`src/rtl/bs_dispatch_controller.sv`:
```
// Multi-engine dispatcher for the Black-Scholes array: issues start pulses, round-robin
// operand fetches, tracks in-flight jobs per engine, drains at end of data and runs a watchdog.
module bs_dispatch_controller #(
    parameter int NUM_ENGINES     = 4,
    parameter int MAX_OUTSTANDING = 2,
    parameter int CYCLE_CNT_WIDTH = 32,
    parameter int JOB_CNT_WIDTH   = 16,
    parameter int TIMEOUT_CYCLES  = 4096
) (
    input  logic                       clock,
    input  logic                       reset,
    input  logic                       start_system,
    input  logic                       abort,
    input  logic                       out_of_data,
    input  logic [NUM_ENGINES-1:0]     bs_ready,
    input  logic [NUM_ENGINES-1:0]     bs_done,
    input  logic [NUM_ENGINES-1:0]     bs_idle,
    input  logic [NUM_ENGINES-1:0]     has_unused_data,
    input  logic [NUM_ENGINES-1:0]     reg_ready,
    output logic [NUM_ENGINES-1:0]     bs_start,
    output logic [NUM_ENGINES-1:0]     serve_reg,
    output logic                       busy,
    output logic                       done,
    output logic                       timeout_err,
    output logic                       spurious_done,
    output logic [CYCLE_CNT_WIDTH-1:0] cycle_count,
    output logic [JOB_CNT_WIDTH-1:0]   jobs_done,
    output logic [7:0]                 led
);

    localparam int          PTR_W    = (NUM_ENGINES > 1) ? $clog2(NUM_ENGINES) : 1;
    localparam logic [2:0]  MAX_OUT  = 3'(MAX_OUTSTANDING);
    localparam logic [31:0] WD_LIMIT = 32'(TIMEOUT_CYCLES - 1);

    typedef enum logic [2:0] {S_IDLE, S_RUN, S_DRAIN, S_DONE, S_ERROR} state_t;

    state_t                 state, state_next;
    logic [2:0]             outstanding [NUM_ENGINES];
    logic [NUM_ENGINES-1:0] serve_pending;
    logic [PTR_W-1:0]       rr_ptr, next_ptr;
    logic [31:0]            wd_timer;
    logic                   ood_q;

    logic [NUM_ENGINES-1:0] nonzero, below_max, qualify, request, grant;
    logic [NUM_ENGINES-1:0] valid_done, stray_done;
    logic [4:0]             pop;
    logic [JOB_CNT_WIDTH:0] jobs_sum;
    logic                   active, activity, wd_expire, all_clear, launch, start_run, found;
    int unsigned            idx;

    always_comb begin
        nonzero   = '0;
        below_max = '0;
        pop       = '0;
        for (int unsigned i = 0; i < NUM_ENGINES; i++) begin
            nonzero[i]   = (outstanding[i] != 3'd0);
            below_max[i] = (outstanding[i] < MAX_OUT);
        end
        // a done is genuine if a job is in flight or one is starting this very cycle
        valid_done = bs_done & (nonzero | bs_start);
        stray_done = bs_done & ~nonzero & ~bs_start;
        for (int unsigned i = 0; i < NUM_ENGINES; i++)
            pop = pop + 5'(valid_done[i]);
        jobs_sum  = (JOB_CNT_WIDTH+1)'(jobs_done) + (JOB_CNT_WIDTH+1)'(pop);
        active    = ((state == S_RUN) || (state == S_DRAIN)) && !abort;
        activity  = (|bs_start) || (|valid_done);
        wd_expire = (TIMEOUT_CYCLES != 0) && !activity && (wd_timer == WD_LIMIT);
        all_clear = (nonzero == '0) && (&bs_idle);
        qualify   = has_unused_data & reg_ready & bs_ready & below_max & ~bs_start;
        request   = ~has_unused_data & ~serve_pending & {NUM_ENGINES{~out_of_data}};
    end

    always_comb begin
        grant    = '0;
        next_ptr = rr_ptr;
        found    = 1'b0;
        idx      = 0;
        for (int unsigned k = 0; k < NUM_ENGINES; k++) begin
            idx = (32'(rr_ptr) + k) % NUM_ENGINES;
            if (!found && request[idx]) begin
                found      = 1'b1;
                grant[idx] = 1'b1;
                next_ptr   = PTR_W'((idx + 1) % NUM_ENGINES);
            end
        end
    end

    always_comb begin
        state_next = state;
        if (abort) begin
            state_next = S_IDLE;
        end else begin
            case (state)
                S_IDLE, S_DONE: if (start_system) state_next = S_RUN;
                S_RUN: begin
                    if (wd_expire)                                   state_next = S_ERROR;
                    else if (out_of_data && (has_unused_data == '0)) state_next = S_DRAIN;
                end
                S_DRAIN: begin
                    if (wd_expire)      state_next = S_ERROR;
                    else if (all_clear) state_next = S_DONE;
                end
                default: state_next = state;
            endcase
        end
        launch    = (state == S_RUN) && (state_next == S_RUN);
        start_run = ((state == S_IDLE) || (state == S_DONE)) && start_system && !abort;
    end

    always_ff @(posedge clock) begin
        if (!reset) begin
            state         <= S_IDLE;
            bs_start      <= '0;
            serve_reg     <= '0;
            busy          <= 1'b0;
            done          <= 1'b0;
            timeout_err   <= 1'b0;
            spurious_done <= 1'b0;
            cycle_count   <= '0;
            jobs_done     <= '0;
            serve_pending <= '0;
            rr_ptr        <= '0;
            wd_timer      <= '0;
            ood_q         <= 1'b0;
            for (int unsigned i = 0; i < NUM_ENGINES; i++) outstanding[i] <= '0;
        end else begin
            state       <= state_next;
            busy        <= (state_next == S_RUN) || (state_next == S_DRAIN);
            done        <= (state_next == S_DONE);
            timeout_err <= (state_next == S_ERROR);
            ood_q       <= out_of_data;
            bs_start    <= launch ? qualify : '0;
            serve_reg   <= launch ? grant : '0;
            if (launch && found) rr_ptr <= next_ptr;
            serve_pending <= (serve_pending | (launch ? grant : '0)) & ~has_unused_data
                             & ~{NUM_ENGINES{out_of_data & ~ood_q}};

            if (start_run) begin
                cycle_count   <= '0;
                jobs_done     <= '0;
                spurious_done <= 1'b0;
                wd_timer      <= '0;
                for (int unsigned i = 0; i < NUM_ENGINES; i++) outstanding[i] <= '0;
            end else if (active) begin
                if (cycle_count != '1) cycle_count <= cycle_count + CYCLE_CNT_WIDTH'(1);
                if (jobs_sum[JOB_CNT_WIDTH]) jobs_done <= '1;
                else                         jobs_done <= jobs_sum[JOB_CNT_WIDTH-1:0];
                if (stray_done != '0) spurious_done <= 1'b1;
                if (activity)                 wd_timer <= '0;
                else if (TIMEOUT_CYCLES != 0) wd_timer <= wd_timer + 32'd1;
                for (int unsigned i = 0; i < NUM_ENGINES; i++) begin
                    if (bs_start[i] && !valid_done[i])      outstanding[i] <= outstanding[i] + 3'd1;
                    else if (!bs_start[i] && valid_done[i]) outstanding[i] <= outstanding[i] - 3'd1;
                end
            end
        end
    end

    assign led = cycle_count[7:0];

endmodule

```
`config.mk`:
```
export PLATFORM = sky130hd
export DESIGN_NAME = bs_dispatch_controller
export DESIGN_NICKNAME = d
export VERILOG_FILES = /design/src/rtl/bs_dispatch_controller.sv
export SDC_FILE = /design/constraint.sdc
export NUM_CORES = 1
export LEC_CHECK = 0
export ABC_AREA = 0
export CAP_MARGIN = 10
export CORE_UTILIZATION = 39
export DETAILED_ROUTE_END_ITERATION = 8
export SYNTH_ARGS = -nofsm -noshare
export SYNTH_HDL_FRONTEND = slang
export SYNTH_SLANG_ARGS = --single-unit
```
`constraint.sdc`:
```
create_clock -name clock -period 6.8 [get_ports clock]
set_input_delay 1.02 -clock clock [delete_from_list [all_inputs] [get_ports clock]]
set_output_delay 1.02 -clock clock [all_outputs]
set_load 0.02 [all_outputs]
```
==> key figures, run 1 <==
Worst setup path
  – CP Launch Type: input port
  – Slowest cell on the critical path: nor4_2
  – CP Capture Point: jobs_done[9]$_SDFFE_PP0P_
  – Worst Reg-to-Reg Cells: 11
  – Crit end category: flip-flop
  – CP Depth: 10
  – Worst reg2reg startpoint: outstanding[0][1]$_DFFE_PP_
  – Cell family with most CP delay: adder cells
  – Slowest Stage Delay on Critical Path: 0.53 ns
  – Worst-path cell chain: clkdlybuf4s50_1 -> a21bo_2 -> inv_1 -> fa_1 -> inv_1 -> fa_1 -> fa_1 -> nor4_2 -> nand4_1 -> a21oi_1
  – WS Path Type: input port to flip-flop
  – Bufs and invs on worst path: 3
  – Most used cell, CP: fa_1
  – R2R Setup Slk: 2.96 ns
  – Worst Setup SP: bs_done[2]
  – Critical path data required time: 7.14 ns
  – CP arrival: 4.50 ns
  – Crit-path max FO: 10
  – Reg2reg end: jobs_done[9]$_SDFFE_PP0P_

STA
  – Hold violation count in the final report: 0
  – Final setup fails: 0
  – Clock skew: 0.01542 ns
  – Setup TNS Final: 0 ns
  – Period utilization: 61.16%
  – RSZ-0062 raised after global routing: false
  – Post-layout min period: 4.159 ns
  – Max Fclk: 0.2405 GHz
  – Max transition margin: 40.81%
  – Tightest Pin Transition: 0.8786 ns
  – Max Slew Vio Count: 0

Clocking
  – Post_cts resized: 0
  – Clock sinks: 114
  – Cts bufs inserted: 17
  – Clock slew at reported path FFs: 0.05 ns
  – TritonCTS clock tree: built
  – Root buffer cell: clkbuf_16
  – CTS max path bufs: 2
  – H-tree depth: 4
  – Worst skew pair latency: 0.42 ns
  – CTS Hold Bufs: 0
  – Post-CTS setup repair buffer count: 0

Placement
  – Gpl congestion: 0.8527
  – Post-DP HPWL: 11030 µm
  – IO Port Bufs: 92

Route
  – WL met3: 594 µm
  – DR pass1 iterations: 5
  – Top layer in use: met4
  – Vias/cell: 5.381
  – Post-DR wirelength/cell: 14.92 µm
  – Met1 WL: 7148 µm
  – DRC Markers: 0
  – Number of routed nets with antenna violations: 0
  – DR iter-0 viols: 276
  – Met2 wire len: 7431 µm
  – Via count: 5548
  – WL final: 15380 µm

Final layout
  – FILL cells: 1443
  – Layout net count: 856
  – Area grow syn2layout: 26.29%
  – Commonest non-fill, non-tap cell in the layout: nor2_1
  – Regs by FF count: cycle_count (32), wd_timer (32), jobs_done (16)
  – Layout cell share with drive strength beyond 1: 6.585%
  – Commonest non-fill, non-tap cells in the layout: nor2_1, dfxtp_1, clkdlybuf4s50_1
  – Final design utilization: 50.92%
  – Number of diodes: 0

Die
  – Initial core utilization: 40.32%
  – Boundary Pins: 93
  – # rows: 45
  – Core Area: 0.01537 mm²
  – Die X-Extent: 128.1 µm
  – Die Footprint: 0.01640 mm²
  – Chip height: 128.1 µm

Synth
  – Count of cell types in the netlist: 73
  – Mapped Nets: 770
  – EDFF count, synth: 12
  – Synth area leaders: dfxtp_1, nor2_1, edfxtp_1
  – Cell area after synthesis: 0.006197 mm²
  – Post-synth top area share: 32.95%
  – Yosys reg bits: 114
  – Area leader, netlist: dfxtp_1
  – Sequential area share after synthesis: 38.76%
  – Synthesized area per cell: 8.595 µm²
  – Ys async rst share: 0%
  – Ys flop type: dfxtp_1
  – Yosys warns: 0
  – Syn Inst Count: 721

Hold path
  – Worst Min Path Start: serve_pending[0]$_SDFF_PN0_
  – Min-Delay Path Class: flip-flop to flip-flop

GRT
  – First-pass GRT wire length: 25440 µm
  – Vias in the first global route: 5324
  – GRT overflow: 0
  – Largest net degree at the start of global routing: 47
  – Initial antenna violation count: 0
  – GRT Util Overall: 19.60%

Run status
  – Outcome: finished, final reports clean

Pwr
  – Pwr dens: 210.5 mW/mm²
  – Worst vdd ir: 168.7 µV
  – Lkg Pwr: 2.697 nW

Job
  – Maximum Capacitance Violations: 0
-- synthesized netlist by cell type, types with 12 or more instances --
master and count:
a21oi_1 34, and3_1 14, clkbuf_1 17, dfxtp_1 102
edfxtp_1 12, ha_1 20, inv_1 32, nand2_1 46
nand3_1 38, nand4_1 31, nor2_1 106, nor3_1 24
nor4_1 21, o21ai_0 27, or3_1 13, xnor2_1 27
xor2_1 39
-- worst min-delay path, stage by stage (launching register included) --
cell and delay (ns):
dfxtp_1 0.32, nand2_1 0.06, o41ai_1 0.05
-- layer usage --
layer	vias to the layer above	GRT usage (%)
li1	2762	-
met1	2676	24.13
met2	95	33.09
met3	15	5.259
met4	0	6.574
met5	-	0
-- where the power goes --
group / total (mW) / switching, mW / internal [mW] / leakage [nW]
sequential: 0.695 / 0.00813 / 0.687 / 0.950
clock: 0.842 / 0.313 / 0.529 / 0.278
combinational: 0.111 / 0.0650 / 0.0456 / 1.47
total: 1.65 / 0.387 / 1.26 / 2.70
-- through the flow --
stage / setup slack, ns / hold WS [ns] / total power [mW] / instance area, µm² / cells
after CTS: 2.646 / 0.4800 / 1.664 / 7826 / 1031
after global routing: 2.422 / 0.4933 / 1.707 / 7826 / 1031
final: 2.641 / 0.4785 / 1.648 / 7826 / 1031
after floorplan: 3.102 / 0.4417 / 0.7777 / 6197 / 721
after detailed placement: 2.228 / 0.4680 / 0.8201 / 7269 / 999
after global placement: 2.337 / 0.4613 / 0.8181 / 7269 / 999
-- worst min path at each step --
stage                                   to  slack [ns]  cells after the start
2_1_floorplan  serve_pending[1]$_SDFF_PN0_        0.44                      2
4_1_cts        serve_pending[0]$_SDFF_PN0_        0.48                      2
3_5_place_dp   serve_pending[3]$_SDFF_PN0_        0.47                      2
3_3_place_gp   serve_pending[3]$_SDFF_PN0_        0.46                      2
6_report       serve_pending[0]$_SDFF_PN0_        0.48                      2
5_1_grt        serve_pending[0]$_SDFF_PN0_        0.49                      2
-- kinds of logic (layout without fill, tap and decap cells) --
kind of cell / Yosys count / after routing / synth area share [%]
buffers and inverters: 61 / 160 / 4.240
muxes: 4 / 4 / 1.131
xor gates and xnor gates: 67 / 67 / 9.590
AOI/OAI and AO/OA: 113 / 113 / 12.68
adders and majority gates: 24 / 24 / 5.330
and+or+nand+nor: 338 / 338 / 28.27
DFF: 114 / 114 / 38.76
-- layout make-up --
class	instances	area, µm²	share of cell area [%]
Clock buffer	23	478.0	6.107
Multi-Input combinational cell	546	3536	45.18
Clock inverter	9	78.83	1.007
Tap cell	211	264.0	3.373
Sequential cell	114	2402	30.70
Inverter	33	123.9	1.583
Timing Repair Buffer	95	943.4	12.05
No activity file was read; power rests on OpenSTA's default activity.
==> run 2: changes to the inputs <==
Clock period 6.8 ns to 3.5 ns, I/O delays scaled along.
==> run 2 against run 1 <==
Compared with the run above:
- wire length increased by 2.3%
- flip-flop and latch count did not move
- non-clock buffer count grew 12
- register-to-register slack got worse by 2.7 ns
- utilization increased by 1.1 points
- largest cell class unchanged
- highest routed layer unchanged
- via count increased by 1.2%
- worst hold slack is essentially flat
- count of clock-buffer cells in the layout rose by 1
- global-route usage rose by 0.37 points
==> key figures, run 2 (same netlist as run 1, synthesis figures left out) <==
Pwr
  – Total power: 3.372 mW
  – Lkg Pwr: 2.790 nW
  – Worst vdd ir: 342.2 µV
  – Pwr dens: 422.0 mW/mm²

Clocking
  – Post-CTS setup repair buffer count: 0
  – H-tree depth: 4
  – CTS max path bufs: 2
  – Clock slew at reported path FFs: 0.05 ns
  – TritonCTS clock tree: built
  – Cts bufs inserted: 17
  – Worst skew pair latency: 0.41 ns
  – Clock sinks: 114
  – Root buffer cell: clkbuf_16
  – CTS Hold Bufs: 0

Worst setup path
  – WS Path Type: flip-flop to flip-flop
  – Critical path data required time: 3.80 ns
  – Crit-path max FO: 4
  – Crit end category: flip-flop
  – CP Launch Type: flip-flop
  – CP arrival: 3.51 ns

STA
  – Tightest Pin Transition: 0.8263 ns
  – RSZ-0062 raised after global routing: false
  – Setup TNS Final: 0 ns
  – Clock skew: 0.005378 ns
  – Post-layout min period: 3.208 ns
  – Hold violation count in the final report: 0
  – Final setup fails: 0
  – Period utilization: 91.65%
  – Max Fclk: 0.3118 GHz
  – Max Slew Vio Count: 0
  – Max transition margin: 44.33%

Final layout
  – FILL cells: 1452
  – Final instance area: 0.007991 mm²
  – Regs by FF count: cycle_count (32), wd_timer (32), jobs_done (16)
  – Layout net count: 868
  – Commonest non-fill, non-tap cell in the layout: nor2_1
  – Finished Layout Cells: 1042
  – Layout cell share with drive strength beyond 1: 8.424%
  – Commonest non-fill, non-tap cells in the layout: nor2_1, dfxtp_1, clkdlybuf4s50_1
  – Final design utilization: 51.99%
  – Number of diodes: 0
  – Area grow syn2layout: 28.95%

Route
  – Vias/cell: 5.388
  – Via count: 5614
  – DR pass1 iterations: 6
  – DR iter-0 viols: 432
  – Number of routed nets with antenna violations: 0
  – DRC Markers: 0
  – Post-DR wirelength/cell: 15.10 µm
  – WL final: 15740 µm

GRT
  – Initial antenna violation count: 0
  – First-pass GRT wire length: 25790 µm
  – GRT overflow: 0
  – Vias in the first global route: 5362
  – Largest net degree at the start of global routing: 46
  – GRT Util Overall: 19.97%

Die
  – Chip height: 128.1 µm
  – Die Footprint: 0.01640 mm²
  – Die X-Extent: 128.1 µm
  – # rows: 45
  – Initial core utilization: 40.32%
  – Core Area: 0.01537 mm²
  – Boundary Pins: 93

Job
  – Maximum Capacitance Violations: 0

Placement
  – DP Area: 0.007360 mm²
  – Dpl cells: 1011
  – Post-DP HPWL: 11300 µm
  – IO Port Bufs: 92
  – Gpl congestion: 0.8822

Run status
  – Outcome: finished, final reports clean

Hold path
  – Min-Delay Path Class: flip-flop to flip-flop
-- run 2: changes by cell type in the layout (fill, tap and decap cells not counted), sizes merged --
cell	change
clkinvlp	-1
clkinv	-2
clkbuf	+1
bufinv	+1
buf	+12
-- run 2: layout make-up --
class	instances	area, µm²	share of cell area [%]
Clock inverter	7	91.34	1.143
Tap cell	211	264.0	3.304
Inverter	33	123.9	1.550
Timing Repair Buffer	107	1033	12.93
Clock buffer	24	533.0	6.670
Multi-Input combinational cell	546	3543	44.34
Sequential cell	114	2402	30.06
-- run 2: worst max-delay path, stage by stage, from the launching register on --
cell and delay [ns]:
edfxtp_1 0.42, inv_1 0.08, ha_1 0.14, ha_1 0.21, a21boi_0 0.14, fa_1 0.53
inv_1 0.06, fa_1 0.46, fa_2 0.40, nor3_2 0.26, and3_1 0.22, nand3_1 0.08
o211a_1 0.13
-- run 2: timing repair --
item / 4_1_cts / 5_1_grt
resized for setup: 0 / 2
hold endpoints to repair: 0 / 0
setup endpoints to repair: 0 / 15
-- run 2: per-stage QoR --
step	worst slack [ns]	hold WS (ns)
3_3_place_gp	0.002728	0.4599
5_1_grt	0.009276	0.5036
6_report	0.2923	0.4785
2_1_floorplan	0.1808	0.4417
4_1_cts	0.1187	0.4783
3_5_place_dp	-0.07568	0.4671
-- run 2: final timing paths --
path                            cells after the start                        start  slack [ns]                    endpoint
worst min register to register                      1  outstanding[0][1]$_DFFE_PP_        0.48      bs_start[0]$_SDFF_PN0_
worst min-delay path                                1  outstanding[0][1]$_DFFE_PP_        0.48      bs_start[0]$_SDFF_PN0_
worst max-delay path                               12  outstanding[0][0]$_DFFE_PP_        0.29  jobs_done[10]$_SDFFE_PP0P_
worst max register to register                     12  outstanding[0][0]$_DFFE_PP_        0.29  jobs_done[10]$_SDFFE_PP0P_
-- run 2: layer usage --
metal	share of wire (%)	up-vias	GRT usage (%)
met4	1.1	0	6.782
met2	48	140	33.34
met3	3.9	11	4.716
met1	47	2686	25.26
met5	0	-	0
li1	-	2777	-
-- run 2: power by group --
part / total [mW] / leakage, nW / internal [mW] / switching (mW)
sequential: 1.35 / 0.950 / 1.34 / 0.0154
clock: 1.80 / 0.314 / 1.20 / 0.596
combinational: 0.227 / 1.53 / 0.0939 / 0.133
